[src/rtl/alu_seq_slice_adder.sv]
// Multi-cycle add/subtract ALU: adds one SLICE-bit digit per clock, LSB slice first,
// with a registered ripple carry; result and flags are published together at completion.
module alu_seq_slice_adder #(
  parameter int WIDTH = 16,
  parameter int SLICE = 4
) (
  input  logic             clk,
  input  logic             rst,
  input  logic             start,
  input  logic             op,
  input  logic [WIDTH-1:0] X,
  input  logic [WIDTH-1:0] Y,
  output logic             busy,
  output logic             done,
  output logic [WIDTH-1:0] Z,
  output logic             sign,
  output logic             zero,
  output logic             carry,
  output logic             overflow,
  output logic             parity
);

  localparam int NSLICE = WIDTH / SLICE;
  localparam int CW     = (NSLICE > 1) ? $clog2(NSLICE) : 1;

  typedef enum logic [1:0] {S_IDLE, S_RUN, S_DONE} state_t;

  state_t           state_reg, state_next;
  logic [WIDTH-1:0] a_reg, b_reg, acc_reg;
  logic             cin_reg;
  logic [CW-1:0]    cnt_reg;

  logic [SLICE-1:0] a_slice, b_slice;
  logic [SLICE:0]   slice_sum;
  logic [WIDTH-1:0] zn;
  logic             last_slice, accept;

  assign a_slice    = a_reg[int'(cnt_reg)*SLICE +: SLICE];
  assign b_slice    = b_reg[int'(cnt_reg)*SLICE +: SLICE];
  assign slice_sum  = {1'b0, a_slice} + {1'b0, b_slice} + (SLICE+1)'(cin_reg);
  assign last_slice = (cnt_reg == CW'(NSLICE - 1));
  assign accept     = start && (state_reg != S_RUN);

  // Assembled result including the slice being added this cycle.
  genvar gi;
  generate
    for (gi = 0; gi < NSLICE; gi++) begin : g_zn
      assign zn[gi*SLICE +: SLICE] = (cnt_reg == CW'(gi)) ? slice_sum[SLICE-1:0]
                                                           : acc_reg[gi*SLICE +: SLICE];
    end
  endgenerate

  always_ff @(posedge clk or posedge rst) begin
    if (rst) state_reg <= S_IDLE;
    else     state_reg <= state_next;
  end

  always_comb begin
    state_next = state_reg;
    case (state_reg)
      S_IDLE:  if (start) state_next = S_RUN;
      S_RUN:   if (last_slice) state_next = S_DONE;
      S_DONE:  state_next = start ? S_RUN : S_IDLE;
      default: state_next = S_IDLE;
    endcase
  end

  always_comb begin
    busy = (state_reg == S_RUN);
    done = (state_reg == S_DONE);
  end

  always_ff @(posedge clk or posedge rst) begin
    if (rst) begin
      a_reg    <= '0;
      b_reg    <= '0;
      acc_reg  <= '0;
      cin_reg  <= 1'b0;
      cnt_reg  <= '0;
      Z        <= '0;
      sign     <= 1'b0;
      zero     <= 1'b0;
      carry    <= 1'b0;
      overflow <= 1'b0;
      parity   <= 1'b0;
    end else if (accept) begin
      // Subtract is A + ~B + 1: invert B here and seed the carry with op.
      a_reg   <= X;
      b_reg   <= op ? ~Y : Y;
      cin_reg <= op;
      cnt_reg <= '0;
    end else if (state_reg == S_RUN) begin
      acc_reg <= zn;
      cin_reg <= slice_sum[SLICE];
      cnt_reg <= cnt_reg + CW'(1);
      if (last_slice) begin
        Z        <= zn;
        carry    <= slice_sum[SLICE];
        sign     <= zn[WIDTH-1];
        zero     <= ~|zn;
        parity   <= ~^zn;
        overflow <= (a_reg[WIDTH-1] & b_reg[WIDTH-1] & ~zn[WIDTH-1]) |
                    (~a_reg[WIDTH-1] & ~b_reg[WIDTH-1] & zn[WIDTH-1]);
      end
    end
  end

endmodule

[config.mk]
export PLATFORM = sky130hd
export DESIGN_NAME = alu_seq_slice_adder
export DESIGN_NICKNAME = d
export VERILOG_FILES = /design/src/rtl/alu_seq_slice_adder.sv
export SDC_FILE = /design/constraint.sdc
export NUM_CORES = 1
export LEC_CHECK = 0
export BUFFER_PORTS_ARGS = -buffer_cell sky130_fd_sc_hd__buf_2
export CAP_MARGIN = 10
export CORE_UTILIZATION = 50
export CTS_BUF_LIST = sky130_fd_sc_hd__clkbuf_16
export DETAILED_ROUTE_END_ITERATION = 10
export PLACE_DENSITY_LB_ADDON = 0.05
export RECOVER_POWER = 50
export SYNTH_ARGS = -nofsm -noshare
export SYNTH_HDL_FRONTEND = slang
export SYNTH_SLANG_ARGS = --single-unit
[constraint.sdc]
create_clock -name clk -period 3.65 [get_ports clk]
set_input_delay 0.5475 -clock clk [delete_from_list [all_inputs] [get_ports clk]]
set_output_delay 0.5475 -clock clk [all_outputs]
set_load 0.01 [all_outputs]
==> flow_metrics.env <==
export IMPL_io_pins=59
export IMPL_ys_async_sr_fraction=1.00
export IMPL_dieArea_sq_um=7300
export IMPL_cts_buffers=9
export IMPL_die_h_um=85.5
export IMPL_cts_clk_slew_worst_paths_ns=0.06
export IMPL_end_kind="flip-flop"
export IMPL_syn_inst=310
export IMPL_ys_seq_area_frac=0.517
export IMPL_multi_input_area_sq_um=1610
export IMPL_grt_pass1_wl_um=11400
export IMPL_avgRoutedWirePerCell_um=14.7
export IMPL_yosys_register_bits=72
export IMPL_yosysMostFrequentCell="dfrtp_1"
export IMPL_min_period_ns=3.51
export IMPL_n_fill_cell=574
export IMPL_timing_slew_headroom=0.235
export IMPL_setup_viol=0
export IMPL_slowest_stage="fa_2"
export IMPL_placed_cells=445
export IMPL_ys_warn_count=0
export IMPL_synth_edf_count=0
export IMPL_cap_viol_max_count=0
export IMPL_postSynthNetCount=362
export IMPL_synthTopCellsByArea="dfrtp_1 (52%), nand2_1 (6.8%), mux2_2 (6.1%), o21ai_0 (6.0%), xnor2_1 (5.5%)"
export IMPL_nets=430
export IMPL_finalHoldViolCount=0
export IMPL_clkSinkCount=72
export IMPL_synth_top_area_frac=0.517
export IMPL_slew_viol_final=0
export IMPL_grt_overflow_total=0
export IMPL_synth_largest_area_cell="dfrtp_1"
export IMPL_drive_gt1_frac=0.287
export IMPL_routed_wl_um=6780
export IMPL_gp_congestion=0.812
export IMPL_worstPathArrival_ns=3.71
export IMPL_hold_class="in2async"
export IMPL_io_buffers=58
export IMPL_cp_start_kind="flip-flop"
export IMPL_rsz0062_at_grt="true"
export IMPL_cts_root_buffer="clkbuf_16"
export IMPL_initial_utilization=0.516
export IMPL_areaGrowthSynthToFinish_pct=22.7
export IMPL_diodes=0
export IMPL_clk_latency_ns=0.33
export IMPL_syn_avg_cell_area_sq_um=11.2
export IMPL_crit_type="reg2reg"
export IMPL_drc_errors=0
export IMPL_outcome="completed"
export IMPL_tightest_slew_ns=1.15
export IMPL_skew_ns=0.00602
export IMPL_via_per_inst=5.16
export IMPL_grt_pass1_vias=2349
export IMPL_crit_path_frequent_cell="xnor2_1"
export IMPL_synthFlopType="dfrtp_1"
export IMPL_antenna_found_initial=0
export IMPL_drtPass1Iterations=4
export IMPL_clock_fmax_ghz=0.285
export IMPL_core_area_sq_um=6760
export IMPL_clk_path_buf_depth=2
export IMPL_drtIter0Drc=103
export IMPL_synthDistinctLibCells=32
export IMPL_syn_cell_area_sq_um=3480
export IMPL_cp_data_required_time_ns=3.86
export IMPL_min_period_over_period=0.961
export IMPL_fin_cells=463
export IMPL_fin_area_sq_um=4270
export IMPL_ys_top_cells_by_count="dfrtp_1 (72), nand2_1 (63), o21ai_0 (42)"
export IMPL_seq_area_sq_um=1800
export IMPL_grt_max_degree=48
export IMPL_via_count=2390
export IMPL_cpPeakStageDelay_ns=0.65
export IMPL_ant_nets=0
export IMPL_tritoncts="done"
export IMPL_worstPathCellList="mux4_2 -> fa_2 -> fa_2 -> mux2i_1 -> ha_1 -> xnor2_1 -> xnor3_1 -> xnor2_1 -> xnor2_1 -> o21ai_1"
export IMPL_critPathMaxFanout=4
export IMPL_die_width_um=85.5
export IMPL_row_count=30
export IMPL_timing_hold_ws_ns=0.427
export IMPL_htree_levels=3
export IMPL_dpl_cell_area_sq_um=3930
export IMPL_gr_usage_all_layers=0.209
export IMPL_hpwl_um=4990
area by class of cell:
| type | instances | share of cell area |
|---|---|---|
| clock buffers | 9 | 0.0527 |
| clock inverters | 7 | 0.0225 |
| inverters | 6 | 0.00527 |
| multi-input cells | 211 | 0.377 |
| flip-flops and latches | 72 | 0.422 |
| well taps | 80 | 0.0234 |
| repair buffers | 78 | 0.0972 |
path summary, 6_finish.rpt:
path                                        start                endpoint  slack, ns  depth (start not counted)
setup reg to reg           cnt_reg[0]$_DFFE_PP0P_      parity$_DFFE_PP0P_       0.14                         10
hold reg to reg                 carry$_DFFE_PP0P_       carry$_DFFE_PP0P_       0.47                          2
min in group clk                            X[15]   a_reg[15]$_DFFE_PP0P_       0.45                          2
hold / removal                                rst    a_reg[7]$_DFFE_PP0P_       0.43                          2
max in group asynchronous                     rst  acc_reg[1]$_DFFE_PP0P_       1.58                          3
setup / recovery           cnt_reg[0]$_DFFE_PP0P_      parity$_DFFE_PP0P_       0.14                         10
cells by family after synthesis:
logic type,count (synthesis),synth area share
xor+xnor,24,0.0682
compound gates,54,0.0837
simple gates,79,0.0909
buf+inv,27,0.0334
flops,72,0.517
fa+ha+maj,16,0.0618
mux,38,0.145
per-stage QoR:
stage	util	setup slack (ns)	setup TNS [ns]
final	0.632	0.142	0
after global routing	0.632	-0.0165	-0.0165
after detailed placement	0.581	0.00983	0
after CTS	0.629	0.00577	0
after floorplan	-	0.0490	0
after global placement	0.581	0.130	0
placed cells by master (no fill, tap or decap), types with 3 or more instances in the layout:
master and count:
nand2_1 63, dfrtp_1 72, o21ai_0 40, buf_4 18, ha_1 14, o21ai_1 3, xnor2_1 19, mux2i_1 10
inv_1 5, nor2_1 8, mux2_2 19, buf_2 37, mux4_2 8, clkbuf_16 9, clkbuf_1 21
critical path, delay by kind of cell (launching register included):
family / cells / cell delay (ns)
fa+ha+maj: 3 / 1.36
xor+xnor: 4 / 0.92
mux: 2 / 0.64
flops: 1 / 0.40
compound gates: 1 / 0.07
per-layer routing:
layer  global-route usage  up-vias  part of all wire
li1                     -     1201                 -
met1                0.260     1141              0.44
met5                    0        -                 0
met3               0.0447        8             0.023
met4               0.0955        0             0.014
met2                0.349       40              0.52
timing repair:
action | 4_1_cts | 5_1_grt
resized for setup | 0 | 9
hold endpoints to repair | 0 | 0
hold buffers | 0 | 0
buffers inserted | 0 | 2
endpoints found under the setup margin | 0 | 1
Power is not shown: default switching activity piles up to over one toggle a cycle in this logic, so the estimate is an artifact.
